--- src/rtl/climate_ctrl.sv ---
// Cold-storage climate control: validates DHT11 samples and drives fan/humidifier with hysteresis.
// Optional `CLIMATE_DWELL_EN enables minimum-dwell enforcement on automatic actuator changes.
module climate_ctrl #(
  parameter int unsigned TICK_DIV    = 100_000_000,
  parameter int unsigned TEMP_HI     = 8,
  parameter int unsigned TEMP_LO     = 4,
  parameter int unsigned HUM_LO      = 85,
  parameter int unsigned HUM_HI      = 92,
  parameter int unsigned MIN_DWELL   = 30,
  parameter int unsigned STALE_TICKS = 5
) (
  input  logic       clk,
  input  logic       rst_n,
  input  logic [7:0] temperature,
  input  logic [7:0] humidity,
  input  logic       data_valid,
  input  logic       mode_manual,
  input  logic       man_fan,
  input  logic       man_hum,
  output logic       fan_on,
  output logic       hum_on,
  output logic       sensor_fault,
  output logic       sample_reject
);

  localparam int unsigned TICK_W  = (TICK_DIV > 1) ? $clog2(TICK_DIV) : 1;
  localparam int unsigned STALE_W = $clog2(STALE_TICKS + 1);

  localparam logic [TICK_W-1:0]  TICK_LAST = TICK_W'(TICK_DIV - 1);
  localparam logic [STALE_W-1:0] STALE_MAX = STALE_W'(STALE_TICKS);
  localparam logic [7:0]         T_HI      = 8'(TEMP_HI);
  localparam logic [7:0]         T_LO      = 8'(TEMP_LO);
  localparam logic [7:0]         H_LO      = 8'(HUM_LO);
  localparam logic [7:0]         H_HI      = 8'(HUM_HI);
  localparam logic [7:0]         T_MAX     = 8'd50;
  localparam logic [7:0]         H_MAX     = 8'd100;

  typedef enum logic {
    ST_OFF = 1'b0,
    ST_ON  = 1'b1
  } act_state_t;

  logic [TICK_W-1:0]  tick_cnt;
  logic [STALE_W-1:0] stale_cnt;
  logic [STALE_W-1:0] stale_nxt;
  logic [7:0]         t_q;
  logic [7:0]         h_q;
  logic               have_sample;
  logic               tick_c;
  logic               in_range_c;
  logic               accept_c;
  logic               fan_set_c;
  logic               fan_clr_c;
  logic               hum_set_c;
  logic               hum_clr_c;
  logic               fan_chg_c;
  logic               hum_chg_c;
  logic               fan_dwell_ok_c;
  logic               hum_dwell_ok_c;
  act_state_t         fan_st;
  act_state_t         hum_st;

  // Control tick: one-cycle pulse every TICK_DIV clocks
  assign tick_c = (tick_cnt == TICK_LAST);

  always_ff @(posedge clk or negedge rst_n) begin
    if (!rst_n) begin
      tick_cnt <= '0;
    end else if (tick_c) begin
      tick_cnt <= '0;
    end else begin
      tick_cnt <= tick_cnt + TICK_W'(1);
    end
  end

  assign in_range_c = (temperature <= T_MAX) && (humidity <= H_MAX);
  assign accept_c   = data_valid && in_range_c;

  // Sample latch and reject pulse
  always_ff @(posedge clk or negedge rst_n) begin
    if (!rst_n) begin
      t_q           <= '0;
      h_q           <= '0;
      have_sample   <= 1'b0;
      sample_reject <= 1'b0;
    end else begin
      sample_reject <= data_valid && !in_range_c;
      if (accept_c) begin
        t_q         <= temperature;
        h_q         <= humidity;
        have_sample <= 1'b1;
      end
    end
  end

  // Stale timer: an accept in the same cycle as a tick wins
  always_comb begin
    stale_nxt = stale_cnt;
    if (accept_c) begin
      stale_nxt = '0;
    end else if (tick_c && (stale_cnt != STALE_MAX)) begin
      stale_nxt = stale_cnt + STALE_W'(1);
    end
  end

  always_ff @(posedge clk or negedge rst_n) begin
    if (!rst_n) begin
      stale_cnt    <= '0;
      sensor_fault <= 1'b0;
    end else begin
      stale_cnt    <= stale_nxt;
      sensor_fault <= (stale_nxt == STALE_MAX);
    end
  end

  assign fan_chg_c = (fan_st == ST_OFF) ? fan_set_c : fan_clr_c;
  assign hum_chg_c = (hum_st == ST_OFF) ? hum_set_c : hum_clr_c;

`ifdef CLIMATE_DWELL_EN
  localparam int unsigned DWELL_W = (MIN_DWELL > 0) ? $clog2(MIN_DWELL + 1) : 1;
  localparam logic [DWELL_W-1:0] DWELL_MAX = DWELL_W'(MIN_DWELL);

  logic [DWELL_W-1:0] fan_dwell;
  logic [DWELL_W-1:0] hum_dwell;

  assign fan_dwell_ok_c = (fan_dwell == DWELL_MAX);
  assign hum_dwell_ok_c = (hum_dwell == DWELL_MAX);

  // Dwell counters restart whenever their actuator output toggles
  always_ff @(posedge clk or negedge rst_n) begin
    if (!rst_n) begin
      fan_dwell <= DWELL_MAX;
      hum_dwell <= DWELL_MAX;
    end else begin
      if (fan_chg_c) begin
        fan_dwell <= '0;
      end else if (tick_c && !fan_dwell_ok_c) begin
        fan_dwell <= fan_dwell + DWELL_W'(1);
      end
      if (hum_chg_c) begin
        hum_dwell <= '0;
      end else if (tick_c && !hum_dwell_ok_c) begin
        hum_dwell <= hum_dwell + DWELL_W'(1);
      end
    end
  end
`else
  assign fan_dwell_ok_c = 1'b1;
  assign hum_dwell_ok_c = 1'b1;
`endif

  // Transition requests: manual, then fail-safe, then auto hysteresis
  always_comb begin
    fan_set_c = 1'b0;
    fan_clr_c = 1'b0;
    hum_set_c = 1'b0;
    hum_clr_c = 1'b0;
    if (mode_manual) begin
      fan_set_c = man_fan;
      fan_clr_c = !man_fan;
      hum_set_c = man_hum;
      hum_clr_c = !man_hum;
    end else if (sensor_fault) begin
      fan_set_c = 1'b1;
      hum_clr_c = 1'b1;
    end else if (have_sample) begin
      fan_set_c = (t_q >= T_HI) && fan_dwell_ok_c;
      fan_clr_c = (t_q <= T_LO) && fan_dwell_ok_c;
      hum_set_c = (h_q <= H_LO) && hum_dwell_ok_c;
      hum_clr_c = (h_q >= H_HI) && hum_dwell_ok_c;
    end
  end

  // Per-actuator OFF/ON state machines with registered drives
  always_ff @(posedge clk or negedge rst_n) begin
    if (!rst_n) begin
      fan_st <= ST_OFF;
      hum_st <= ST_OFF;
      fan_on <= 1'b0;
      hum_on <= 1'b0;
    end else begin
      case (fan_st)
        ST_OFF: if (fan_set_c) begin
          fan_st <= ST_ON;
          fan_on <= 1'b1;
        end
        ST_ON: if (fan_clr_c) begin
          fan_st <= ST_OFF;
          fan_on <= 1'b0;
        end
      endcase
      case (hum_st)
        ST_OFF: if (hum_set_c) begin
          hum_st <= ST_ON;
          hum_on <= 1'b1;
        end
        ST_ON: if (hum_clr_c) begin
          hum_st <= ST_OFF;
          hum_on <= 1'b0;
        end
      endcase
    end
  end

endmodule
--- config.mk ---
export PLATFORM = sky130hd
export DESIGN_NAME = climate_ctrl
export DESIGN_NICKNAME = d
export VERILOG_FILES = /design/src/rtl/climate_ctrl.sv
export SDC_FILE = /design/constraint.sdc
export NUM_CORES = 1
export LEC_CHECK = 0
export CORE_ASPECT_RATIO = 0.9
export CORE_MARGIN = 4
export CORE_UTILIZATION = 30
export CTS_CLUSTER_SIZE = 40
export DETAILED_ROUTE_END_ITERATION = 7
export RECOVER_POWER = 50
export SLEW_MARGIN = 0
export SYNTH_ARGS = -nofsm -noshare
export SYNTH_HDL_FRONTEND = slang
export SYNTH_SLANG_ARGS = --single-unit
--- constraint.sdc ---
create_clock -name clk -period 2.1 [get_ports clk]
set_input_delay 0.63 -clock clk [delete_from_list [all_inputs] [get_ports clk]]
set_output_delay 0.63 -clock clk [all_outputs]
set_load 0.05 [all_outputs]
==> impl_metrics.prom, run 1 <==
# TYPE chip_impl_metric gauge
chip_impl_metric{name="floorplan.core_area",unit="µm²"} 8029
chip_impl_metric{name="cp.required",unit="ns"} 2.29
chip_impl_metric{name="transition_at_the_pin_with_the_smallest_max_transition_slack",unit="ns"} 0.7385
chip_impl_metric{name="fmax",unit="MHz"} 471.5
chip_impl_info{name="synth_top_cells_by_count",value="dfrtp_1 (52), nor2_1 (22), nand3_1 (13), xnor2_1 (13)"} 1
chip_impl_metric{name="finalSetupTns",unit="ns"} -0.1903
chip_impl_metric{name="post_cts.repair.setup_buffers",unit=""} 0
chip_impl_metric{name="postSynthCellCount",unit=""} 227
chip_impl_metric{name="yosys.area_share.simple",unit="%"} 23.00
chip_impl_metric{name="seq_area_frac_synth",unit="%"} 52.93
chip_impl_metric{name="antenna_found_initial",unit=""} 0
chip_impl_metric{name="placed_cells_incl_taps",unit=""} 364
chip_impl_metric{name="die-area",unit="µm²"} 9710
chip_impl_info{name="unrepaired_setup_endpoints_after_global_routing",value="true"} 1
chip_impl_info{name="synth_area_leader",value="dfrtp_1"} 1
chip_impl_metric{name="globalplace.congestion",unit=""} 0.7755
chip_impl_metric{name="timing.final.hold_violations",unit=""} 0
chip_impl_metric{name="chipWidth",unit="µm"} 103.4
chip_impl_info{name="cts_root_buffer",value="clkbuf_8"} 1
chip_impl_info{name="endpoint_kind",value="flip-flop"} 1
chip_impl_metric{name="r2r_setup_slk",unit="ns"} 0.15
chip_impl_metric{name="globalRoute.totalOverflow",unit=""} 0
chip_impl_metric{name="drt_iter0_drc",unit=""} 59
chip_impl_metric{name="place.port_buffers",unit=""} 25
chip_impl_info{name="outcome",value="finished with violations"} 1
chip_impl_metric{name="timing.critical_path.arrival",unit="ns"} 2.31
chip_impl_info{name="violated_checks",value="setup timing"} 1
chip_impl_metric{name="io_pins",unit=""} 26
chip_impl_metric{name="drt-total-wl",unit="µm"} 4921
chip_impl_info{name="hold_path_class",value="in -> async"} 1
chip_impl_metric{name="synth_cell_types",unit=""} 42
chip_impl_info{name="reg2reg_to",value="tick_cnt[20]"} 1
chip_impl_metric{name="synth_seq_cells",unit=""} 52
chip_impl_metric{name="finalWorstSetupSlack",unit="ns"} -0.02088
chip_impl_info{name="synth_top_cells_by_area",value="dfrtp_1 (53%), mux2_2 (5.5%), xnor2_1 (4.6%)"} 1
chip_impl_metric{name="clockBufferDepth",unit=""} 2
chip_impl_metric{name="post-route-period-util",unit="%"} 101.0
chip_impl_info{name="startpoint",value="humidity[1]"} 1
chip_impl_metric{name="cp_max_fo",unit=""} 15
chip_impl_metric{name="fin_crit",unit="ns"} 2.121
chip_impl_metric{name="grt_pass1_vias",unit=""} 1723
chip_impl_metric{name="detailed_place_hpwl",unit="µm"} 3622
chip_impl_metric{name="synth_enable_flop_cells",unit=""} 0
chip_impl_metric{name="route.detailed.vias_per_inst",unit=""} 4.860
chip_impl_metric{name="met3RoutedLength",unit="µm"} 125
chip_impl_metric{name="drcViolationCount",unit=""} 0
chip_impl_metric{name="timing.max_cap.violations",unit=""} 0
chip_impl_metric{name="multiplexer_share_of_the_synthesized_area",unit="%"} 6.107
chip_impl_metric{name="stdcell_area",unit="µm²"} 3080
chip_impl_metric{name="clk_pin_slew",unit="ns"} 0.09
chip_impl_metric{name="post_route_cells_drive_above_1_share",unit="%"} 20.51
chip_impl_metric{name="synth-adder-area-share",unit="%"} 1.527
chip_impl_metric{name="synthesis.area",unit="µm²"} 2459
chip_impl_metric{name="final_nets",unit=""} 297
chip_impl_metric{name="first_pass_iters",unit=""} 4
chip_impl_info{name="route.top_layer_used",value="met4"} 1
chip_impl_metric{name="initial_utilization",unit="%"} 30.62
chip_impl_metric{name="synth_compound_gate_area_share",unit="%"} 6.768
chip_impl_metric{name="yosysWarnings",unit=""} 0
chip_impl_metric{name="synth_xor_area_share",unit="%"} 7.481
chip_impl_metric{name="avgRoutedWirePerCell",unit="µm"} 13.23
chip_impl_metric{name="clock_tree.htree_level_count",unit=""} 2
chip_impl_metric{name="drt-met1-wl",unit="µm"} 2375
chip_impl_metric{name="timing_max_transition_violations_final",unit=""} 0
chip_impl_metric{name="postSynth.asyncResetShare",unit="%"} 100.0
chip_impl_metric{name="worstRegToRegCells",unit=""} 5
chip_impl_metric{name="synth.top_cell.area_share",unit="%"} 52.93
chip_impl_metric{name="clock_latency",unit="ns"} 0.30
chip_impl_metric{name="grt_pass1_wl",unit="µm"} 8183
chip_impl_metric{name="power_leakage",unit="nW"} 1.332
chip_impl_info{name="dominant_combinational_cell_family_by_area_after_synthesis",value="simple AND/OR/NAND/NOR gates"} 1
chip_impl_info{name="synth_flop_cell",value="dfrtp_1"} 1
chip_impl_metric{name="finClkSkew",unit="ns"} 0.006029
chip_impl_info{name="post-synth-top-count-cell",value="dfrtp_1"} 1
chip_impl_metric{name="slew_headroom",unit="%"} 50.77
chip_impl_metric{name="placement.cell_area",unit="µm²"} 2958
chip_impl_metric{name="finalSetupViolCount",unit=""} 12
chip_impl_metric{name="gr-usage-all-layers",unit="%"} 10.53
chip_impl_metric{name="area.growth.synth_to_final",unit="%"} 25.29
chip_impl_metric{name="number_of_nets_with_antenna_violations_after_detailed_routing",unit=""} 0
chip_impl_metric{name="vdd_drop_max",unit="mV"} 0.2594
chip_impl_info{name="worstReg2RegStart",value="tick_cnt[19]"} 1
chip_impl_metric{name="post_synth.cell_area_avg",unit="µm²"} 10.83
chip_impl_metric{name="numCtsBuffers",unit=""} 5
chip_impl_metric{name="numClockSinks",unit=""} 52
chip_impl_metric{name="placementRows",unit=""} 31
chip_impl_metric{name="routed_met2_length",unit="µm"} 2346
chip_impl_info{name="tritoncts",value="yes"} 1
chip_impl_metric{name="num_vias",unit=""} 1808
chip_impl_info{name="critPathLaunchType",value="primary input"} 1
chip_impl_metric{name="utilization",unit="%"} 38.37
chip_impl_metric{name="finish.cell_count_without_fillers",unit=""} 372
chip_impl_metric{name="p_per_area",unit="nW/µm²"} 722.4
chip_impl_metric{name="mappedNetlistNets",unit=""} 252
chip_impl_info{name="critical_path_class",value="in -> reg"} 1
chip_impl_metric{name="die_outline_height",unit="µm"} 93.89
chip_impl_metric{name="n_antenna_cell",unit=""} 0
chip_impl_metric{name="maximum_number_of_pins_on_one_net_before_global_route_repair",unit=""} 29
chip_impl_metric{name="fill_cells",unit=""} 784
-- cells by family (layout without fill, tap and decap cells) --
logic type,after synthesis,count (layout)
simple gates,99,99
flops,52,52
mux,13,13
xor+xnor,21,21
fa+ha+maj,3,3
compound gates,27,27
buf+inv,12,58
-- area by class of cell --
type	count	area, µm²	area share [%]
clock buffer	6	72.57	2.356
sequential	52	1301	42.24
clock inverter	2	35.03	1.137
inverter	5	18.77	0.6093
multi-input combinational	163	1129	36.64
tap	99	123.9	4.021
timing repair buffer	45	400.4	13.00
-- layout by cell type (no fill, tap or decap), drive strengths merged --
cell type	n
and3	3
a221oi	1
nor4	6
ha	3
xnor2	13
and2	1
clkbuf	9
a211o	1
nand3b	3
dfrtp	52
o21a	1
and4bb	1
or4b	2
or3	5
bufinv	1
nand2b	1
o211a	1
nor3	5
dlymetal6s2s	4
a31oi	2
and4	6
clkinv	1
o21ai	9
a21oi	9
o311ai	1
nand4	6
mux2	13
nand3	14
nor2	22
xor2	8
inv	5
nor2b	6
nand4b	2
or3b	1
or4	1
buf	22
clkdlybuf4s50	16
nand2	12
or2	2
a211oi	2
-- metrics by stage --
step                setup WS (ns)  total power, W  hold slack [ns]
finish                   -0.02088        0.002225           0.3551
global route             -0.07463        0.002337           0.4067
CTS                      0.009083        0.002251           0.2187
detailed placement        -0.4138        0.001569           0.4786
global placement          -0.3608        0.001561           0.4738
floorplan                 0.09689        0.001405           0.3344
-- power by group --
| part | switching [W] | internal (W) |
|---|---|---|
| registers | 0.0000708 | 0.00110 |
| logic | 0.000187 | 0.000181 |
| clock network | 0.000329 | 0.000354 |
| total | 0.000587 | 0.00164 |
-- worst max-delay path, stage by stage --
cell,delay (ns)
clkdlybuf4s50_1,0.43
o21a_1,0.20
o311ai_2,0.28
and4_4,0.29
buf_12,0.14
mux2_2,0.33
-- registers in the layout, summed over array words and instances, names as in the netlist --
register       count
fan_on             1
fan_st             1
h_q                7
have_sample        1
hum_on             1
hum_st             1
sample_reject      1
sensor_fault       1
stale_cnt          3
t_q                8
tick_cnt          27
-- worst max path at each step --
| stage | end | slack [ns] | cells after the start |
|---|---|---|---|
| after floorplan | h_q[1] | 0.1 | 5 |
| after global placement | h_q[2] | -0.36 | 6 |
| after detailed placement | t_q[3] | -0.41 | 6 |
| after CTS | sensor_fault | 0.009 | 8 |
| after global routing | h_q[5] | -0.07 | 6 |
| final | h_q[5] | -0.02 | 6 |
-- layer usage --
| metal | up-vias | global-route usage [%] |
|---|---|---|
| li1 | 899 | - |
| met1 | 887 | 15.36 |
| met2 | 16 | 15.34 |
| met3 | 6 | 2.227 |
| met4 | 0 | 3.560 |
| met5 | - | 0 |
-- what timing repair did --
action | CTS | global route
hold buffers | 0 | 0
setup endpoints to repair | 16 | 28
hold endpoints to repair | 0 | 0
gates resized for setup | 1 | 10
pin swaps | 0 | 3
cloned | 0 | 0
No activity file was read; power rests on OpenSTA's default activity.
==> run 2: changes to the inputs <==
Settings changed: CAP_MARGIN set to 10.
Clock period 2.1 ns to 2.4 ns, I/O delays scaled along.
==> run 2 against run 1 <==
Effect of this change:
- the run now ends clean
- core utilization shrank 1.2 points
- critical path type is now reg -> out
- wire length down 2.3%
- highest routed layer unchanged
- non-clock buffer count fell by 5
- clock-buffer cell count is the same
- critical endpoint is now hum_on
==> impl_metrics.prom, run 2 (synthesis gave the netlist of run 1 again) <==
# TYPE chip_impl_metric gauge
chip_impl_info{name="reg.largest.list",value="tick_cnt (27), t_q (8), h_q (7)"} 1
chip_impl_metric{name="cts-hold-fix-buffers",unit=""} 0
chip_impl_metric{name="num_vias",unit=""} 1777
chip_impl_metric{name="largest_register_ff_count",unit=""} 27
chip_impl_metric{name="timing_max_transition_violations_final",unit=""} 0
chip_impl_metric{name="initial_utilization",unit="%"} 30.62
chip_impl_metric{name="finalSetupTns",unit="ns"} 0
chip_impl_metric{name="power.switching_fraction",unit="%"} 28.00
chip_impl_info{name="startpoint",value="hum_on"} 1
chip_impl_metric{name="io_pins",unit=""} 26
chip_impl_metric{name="timing.final.hold_violations",unit=""} 0
chip_impl_info{name="commonest_non_fill_non_tap_cells_in_the_layout",value="dfrtp_1 (52), clkdlybuf4s50_1 (24), nor2_1 (22)"} 1
chip_impl_metric{name="place.port_buffers",unit=""} 25
chip_impl_metric{name="globalplace.congestion",unit=""} 0.7494
chip_impl_metric{name="placementRows",unit=""} 31
chip_impl_metric{name="grt_pass1_wl",unit="µm"} 8721
chip_impl_metric{name="power_spent_charging_and_discharging_nets",unit="W"} 0.0005189
chip_impl_metric{name="slew_headroom",unit="%"} 13.85
chip_impl_info{name="largest_delay_contributor_family_on_the_critical_path",value="buffers and inverters"} 1
chip_impl_metric{name="timing.critical_path.arrival",unit="ns"} 1.52
chip_impl_metric{name="share_clk_of_total_power",unit="%"} 27.1
chip_impl_metric{name="route.detailed.vias_per_inst",unit=""} 4.842
chip_impl_metric{name="fill_cells",unit=""} 791
chip_impl_info{name="endpoint_kind",value="output port"} 1
chip_impl_metric{name="drcViolationCount",unit=""} 0
chip_impl_metric{name="maximum_number_of_pins_on_one_net_before_global_route_repair",unit=""} 26
chip_impl_metric{name="finClkSkew",unit="ns"} 0.006536
chip_impl_info{name="layout.cells.most_common",value="dfrtp_1"} 1
chip_impl_metric{name="numClockSinks",unit=""} 52
chip_impl_info{name="register_name_with_the_most_flops",value="tick_cnt"} 1
chip_impl_metric{name="antenna_found_initial",unit=""} 0
chip_impl_metric{name="worstRegToRegCells",unit=""} 6
chip_impl_metric{name="fin_crit",unit="ns"} 2.237
chip_impl_metric{name="die_outline_height",unit="µm"} 93.89
chip_impl_info{name="hold_path_class",value="reg -> reg"} 1
chip_impl_info{name="tritoncts",value="yes"} 1
chip_impl_metric{name="internal_power",unit="W"} 0.001335
chip_impl_metric{name="timing.max_cap.violations",unit=""} 0
chip_impl_metric{name="gr-usage-all-layers",unit="%"} 11.18
chip_impl_metric{name="drt-total-wl",unit="µm"} 4807
chip_impl_metric{name="critical-path-max-stage-delay",unit="ns"} 0.83
chip_impl_metric{name="fmax",unit="MHz"} 447.0
chip_impl_metric{name="area.growth.synth_to_final",unit="%"} 21.48
chip_impl_metric{name="transition_at_the_pin_with_the_smallest_max_transition_slack",unit="ns"} 1.292
chip_impl_info{name="unrepaired_setup_endpoints_after_global_routing",value="false"} 1
chip_impl_metric{name="crit_cells",unit=""} 1
chip_impl_metric{name="post_cts.repair.setup_buffers",unit=""} 0
chip_impl_info{name="critical_path.endpoint",value="hum_on"} 1
chip_impl_metric{name="grt_pass1_vias",unit=""} 1836
chip_impl_info{name="reg2reg_to",value="tick_cnt[26]"} 1
chip_impl_metric{name="cp_max_fo",unit=""} 3
chip_impl_metric{name="numCtsBuffers",unit=""} 5
chip_impl_info{name="slowest_stage",value="clkdlybuf4s50_1"} 1
chip_impl_metric{name="seq_power_share",unit="%"} 55.3
chip_impl_info{name="worstReg2RegStart",value="tick_cnt[0]"} 1
chip_impl_metric{name="r2r_setup_slk",unit="ns"} 0.39
chip_impl_metric{name="drt_iter0_drc",unit=""} 99
chip_impl_metric{name="post-layout-total-power",unit="W"} 0.001853
chip_impl_metric{name="n_antenna_cell",unit=""} 0
chip_impl_metric{name="pwr-share-comb",unit="%"} 17.6
chip_impl_metric{name="chipWidth",unit="µm"} 103.4
chip_impl_metric{name="holdWs",unit="ns"} 0.4875
chip_impl_metric{name="die-area",unit="µm²"} 9710
chip_impl_info{name="critPathLaunchType",value="flip-flop"} 1
chip_impl_metric{name="stdcell_area",unit="µm²"} 2987
chip_impl_metric{name="clockBufferDepth",unit=""} 2
chip_impl_metric{name="final_nets",unit=""} 292
chip_impl_metric{name="cp.required",unit="ns"} 1.68
chip_impl_metric{name="vdd_drop_max",unit="mV"} 0.2277
chip_impl_info{name="critical_path_class",value="reg -> out"} 1
chip_impl_metric{name="cts_resized",unit=""} 0
chip_impl_metric{name="p_per_area",unit="nW/µm²"} 620.6
chip_impl_metric{name="detailed_place_hpwl",unit="µm"} 3569
chip_impl_metric{name="post_route_cells_drive_above_1_share",unit="%"} 15.67
chip_impl_metric{name="post-route-period-util",unit="%"} 93.22
chip_impl_metric{name="utilization",unit="%"} 37.20
chip_impl_metric{name="floorplan.core_area",unit="µm²"} 8029
chip_impl_info{name="outcome",value="complete, no violations"} 1
chip_impl_metric{name="placement.cell_area",unit="µm²"} 2905
chip_impl_metric{name="clk_pin_slew",unit="ns"} 0.10
chip_impl_metric{name="clock_tree.htree_level_count",unit=""} 2
chip_impl_metric{name="avgRoutedWirePerCell",unit="µm"} 13.10
chip_impl_metric{name="finalSetupViolCount",unit=""} 0
chip_impl_metric{name="number_of_nets_with_antenna_violations_after_detailed_routing",unit=""} 0
chip_impl_metric{name="clock_latency",unit="ns"} 0.30
chip_impl_metric{name="first_pass_iters",unit=""} 4
chip_impl_metric{name="power_leakage",unit="nW"} 1.246
chip_impl_metric{name="worstPathBufferInverterCount",unit=""} 1
chip_impl_info{name="cts_root_buffer",value="clkbuf_8"} 1
chip_impl_info{name="crit_chain",value="clkdlybuf4s50_1"} 1
chip_impl_metric{name="globalRoute.totalOverflow",unit=""} 0
==> run 2: changes by cell type in the layout (fill, tap and decap cells not counted), moves of 2 or more <==
cell             delta
clkdlybuf4s50_1     +8
and4_1              +2
buf_4               -8
dlymetal6s2s_1      -4
==> run 2: through the flow <==
stage | cells | setup slack [ns]
5_1_grt | 367 | 0.1028
6_report | 367 | 0.1627
4_1_cts | 367 | 0.1091
3_5_place_dp | 359 | -0.2094
2_1_floorplan | 227 | 0.3069
3_3_place_gp | 359 | -0.1635
==> run 2: worst min path at each step <==
| stage | slack, ns | start | endpoint | cells past startpoint |
|---|---|---|---|---|
| detailed placement | 0.48 | tick_cnt[0] | tick_cnt[0] | 1 |
| global placement | 0.47 | tick_cnt[0] | tick_cnt[0] | 1 |
| finish | 0.49 | tick_cnt[0] | tick_cnt[0] | 1 |
| global route | 0.52 | t_q[2] | t_q[2] | 1 |
| CTS | 0.40 | rst_n | sample_reject | 1 |
| floorplan | 0.42 | rst_n | fan_on | 0 |
==> run 2: power by group through the flow <==
stage               clock network (W)  logic, W  registers, W
finish                       0.000502  0.000326       0.00103
global route                 0.000548  0.000364       0.00104
CTS                          0.000520  0.000334       0.00103
detailed placement                  0  0.000334       0.00104
global placement                    0  0.000324       0.00104
floorplan                           0  0.000147       0.00108
==> run 2: metal layers <==
metal  up-vias  GRT usage (%)  routed length [µm]
met5         -              0                   0
met4         0          3.883                  48
met3         4          1.782                 115
met2        18          17.04                2177
met1       862          15.97                2465
li1        893              -                   -
==> run 2: final cells by class <==
type,count,area (µm²),area share [%]
multi-input combinational,163,1104,36.95
timing repair buffer,40,350.3,11.73
clock inverter,2,16.27,0.5446
clock buffer,6,72.57,2.430
sequential,52,1301,43.57
inverter,5,18.77,0.6284
tap,99,123.9,4.147
==> run 2: worst register-to-register path, stage by stage (launching register included) <==
cell and delay (ns):
dfrtp_1 0.39, ha_1 0.19, and3_1 0.27, nand4_1 0.36, nor4_1 0.46, xnor2_1 0.18
nor2_1 0.06
==> run 3: changes to the inputs <==
Settings changed: CORE_ASPECT_RATIO 0.9 to 1.75, SKIP_LAST_GASP set to 1.
==> run 3 against run 2 <==
Effect of this change:
- global-route usage up 0.66 points
- highest routed layer unchanged
- core utilization up 0.83 points
- sequential share of layout area is 0.59 points lower
- largest power group unchanged
==> impl_metrics.prom, run 3 (synthesis gave the netlist of run 1 again) <==
# TYPE chip_impl_metric gauge
chip_impl_metric{name="post_route_cells_drive_above_1_share",unit="%"} 14.18
chip_impl_metric{name="maximum_number_of_pins_on_one_net_before_global_route_repair",unit=""} 39
chip_impl_metric{name="floorplan.core_area",unit="µm²"} 7963
chip_impl_metric{name="chipWidth",unit="µm"} 76.43
chip_impl_metric{name="drt_iter0_drc",unit=""} 96
chip_impl_metric{name="first_pass_iters",unit=""} 4
chip_impl_metric{name="die_outline_height",unit="µm"} 127.8
chip_impl_info{name="endpoint_kind",value="flip-flop"} 1
chip_impl_info{name="outcome",value="complete, no violations"} 1
chip_impl_metric{name="io_pins",unit=""} 26
chip_impl_metric{name="clock_latency",unit="ns"} 0.30
chip_impl_metric{name="n_antenna_cell",unit=""} 0
chip_impl_metric{name="area_occupied_by_multi_input_gates",unit="µm²"} 1104
chip_impl_info{name="critPathLaunchType",value="primary input"} 1
chip_impl_metric{name="transition_at_the_pin_with_the_smallest_max_transition_slack",unit="ns"} 0.9487
chip_impl_info{name="cts_root_buffer",value="clkbuf_16"} 1
chip_impl_metric{name="grt_pass1_wl",unit="µm"} 9073
chip_impl_metric{name="placementRows",unit=""} 43
chip_impl_metric{name="number_of_nets_with_antenna_violations_after_detailed_routing",unit=""} 0
chip_impl_metric{name="place.port_buffers",unit=""} 25
chip_impl_metric{name="fill_cells",unit=""} 797
chip_impl_metric{name="largest_register_ff_count",unit=""} 27
chip_impl_metric{name="numClockSinks",unit=""} 52
chip_impl_metric{name="utilization",unit="%"} 38.03
chip_impl_metric{name="grt_pass1_vias",unit=""} 1875
chip_impl_metric{name="route.detailed.vias_per_inst",unit=""} 5.083
chip_impl_metric{name="initial_utilization",unit="%"} 30.88
chip_impl_metric{name="numCtsBuffers",unit=""} 5
chip_impl_metric{name="sequential_cell_area",unit="µm²"} 1301
chip_impl_metric{name="globalplace.congestion",unit=""} 0.7957
chip_impl_metric{name="finalSetupViolCount",unit=""} 0
chip_impl_metric{name="timing.max_cap.violations",unit=""} 0
chip_impl_metric{name="p_per_area",unit="nW/µm²"} 724.3
chip_impl_metric{name="fin_crit",unit="ns"} 2.297
chip_impl_info{name="slowest_stage",value="clkdlybuf4s50_1"} 1
chip_impl_metric{name="clock_tree.htree_level_count",unit=""} 2
chip_impl_info{name="layout.cells.most_common",value="dfrtp_1"} 1
chip_impl_metric{name="clk_pin_slew",unit="ns"} 0.07
chip_impl_metric{name="clockBufferDepth",unit=""} 2
chip_impl_info{name="commonest_non_fill_non_tap_cells_in_the_layout",value="dfrtp_1 (52), clkdlybuf4s50_1 (24), nor2_1 (22)"} 1
chip_impl_metric{name="final_nets",unit=""} 285
chip_impl_metric{name="timing.final.hold_violations",unit=""} 0
chip_impl_info{name="unrepaired_setup_endpoints_after_global_routing",value="false"} 1
chip_impl_metric{name="slew_headroom",unit="%"} 36.75
chip_impl_info{name="hold_path_class",value="in -> async"} 1
chip_impl_info{name="critical_path_class",value="in -> reg"} 1
chip_impl_metric{name="post-route-period-util",unit="%"} 95.72
chip_impl_metric{name="finalWorstSetupSlack",unit="ns"} 0.1026
chip_impl_metric{name="vdd_drop_max",unit="mV"} 0.2544
chip_impl_metric{name="area.growth.synth_to_final",unit="%"} 23.16
chip_impl_metric{name="num_vias",unit=""} 1784
chip_impl_metric{name="cts_resized",unit=""} 0
chip_impl_metric{name="finClkSkew",unit="ns"} 0.007650
chip_impl_metric{name="post_cts.repair.setup_buffers",unit=""} 0
chip_impl_metric{name="antenna_found_initial",unit=""} 0
chip_impl_metric{name="die-area",unit="µm²"} 9764
chip_impl_metric{name="timing.critical_path.arrival",unit="ns"} 2.47
chip_impl_metric{name="detailed_place_hpwl",unit="µm"} 3791
chip_impl_info{name="tritoncts",value="yes"} 1
chip_impl_info{name="reg.largest.list",value="tick_cnt (27), t_q (8), h_q (7)"} 1
chip_impl_metric{name="drt-total-wl",unit="µm"} 5119
chip_impl_metric{name="fmax",unit="MHz"} 435.3
chip_impl_metric{name="gr-usage-all-layers",unit="%"} 11.83
chip_impl_info{name="register_name_with_the_most_flops",value="tick_cnt"} 1
chip_impl_metric{name="cp.required",unit="ns"} 2.58
chip_impl_metric{name="timing_max_transition_violations_final",unit=""} 0
chip_impl_metric{name="cp_max_fo",unit=""} 19
chip_impl_metric{name="place_worst_setup_slack",unit="ns"} -0.2119
chip_impl_metric{name="drcViolationCount",unit=""} 0
chip_impl_metric{name="critical-path-max-stage-delay",unit="ns"} 0.42
chip_impl_metric{name="avgRoutedWirePerCell",unit="µm"} 14.58
chip_impl_metric{name="power_leakage",unit="nW"} 1.263
chip_impl_metric{name="post-layout-total-power",unit="W"} 0.002193
chip_impl_metric{name="cts-hold-fix-buffers",unit=""} 0
chip_impl_metric{name="globalRoute.totalOverflow",unit=""} 0
chip_impl_info{name="crit_chain",value="clkdlybuf4s50_1, o21a_1, o311ai_0, and4_1, buf_12, mux2_2"} 1
-- run 3: cell types whose count changed in the layout (fill, tap and decap cells not counted), sizes merged --
cell,delta
clkinvlp,-1
buf,-6
bufinv,+1
clkbuf,-1
-- run 3: worst paths after layout --
check                                end        start  slack (ns)  depth (start not counted)
min in group clk                  fan_on       fan_st        0.48                          1
min                        sample_reject        rst_n        0.48                          1
max                               t_q[1]  humidity[1]        0.10                          6
max reg2reg                 tick_cnt[26]  tick_cnt[0]        0.45                          6
min reg2reg                       fan_on       fan_st        0.48                          1
max in group asynchronous         t_q[4]        rst_n        0.50                          2
-- run 3: power by group --
group          switching (W)  internal, W
clock               0.000320     0.000522
sequential         0.0000633     0.000966
combinational       0.000163     0.000159
-- run 3: worst max-delay path: cells and delay by family --
family                 cells  cell delay (ns)
muxes                      1             0.34
buffers and inverters      2             0.58
AOI/OAI and AO/OA          2             0.51
and+or+nand+nor            1             0.31
-- run 3: per-layer routing --
layer / up-vias / track usage [%] / part of all wire, %
met2: 32 / 21.93 / 55
met1: 866 / 11.92 / 38
met4: 0 / 5.443 / 2.1
met5: - / 0 / 0
met3: 7 / 3.797 / 4.2
li1: 879 / - / -
-- run 3: layout make-up --
class / count / area share (%)
clock inverter: 2 / 1.281
sequential: 52 / 42.98
inverter: 5 / 0.6198
timing repair buffer: 33 / 10.37
multi-input combinational: 163 / 36.45
clock buffer: 6 / 4.587
tap: 90 / 3.719
-- run 3: stage by stage --
stage	setup TNS (ns)	hold slack, ns	instance area, µm²	cells
2_1_floorplan	0	0.4244	2459	227
3_3_place_gp	-2.172	0.4728	2867	343
3_5_place_dp	-2.529	0.4844	2867	343
4_1_cts	0	0.3312	3044	351
5_1_grt	0	0.5159	3028	351
6_report	0	0.4809	3028	351
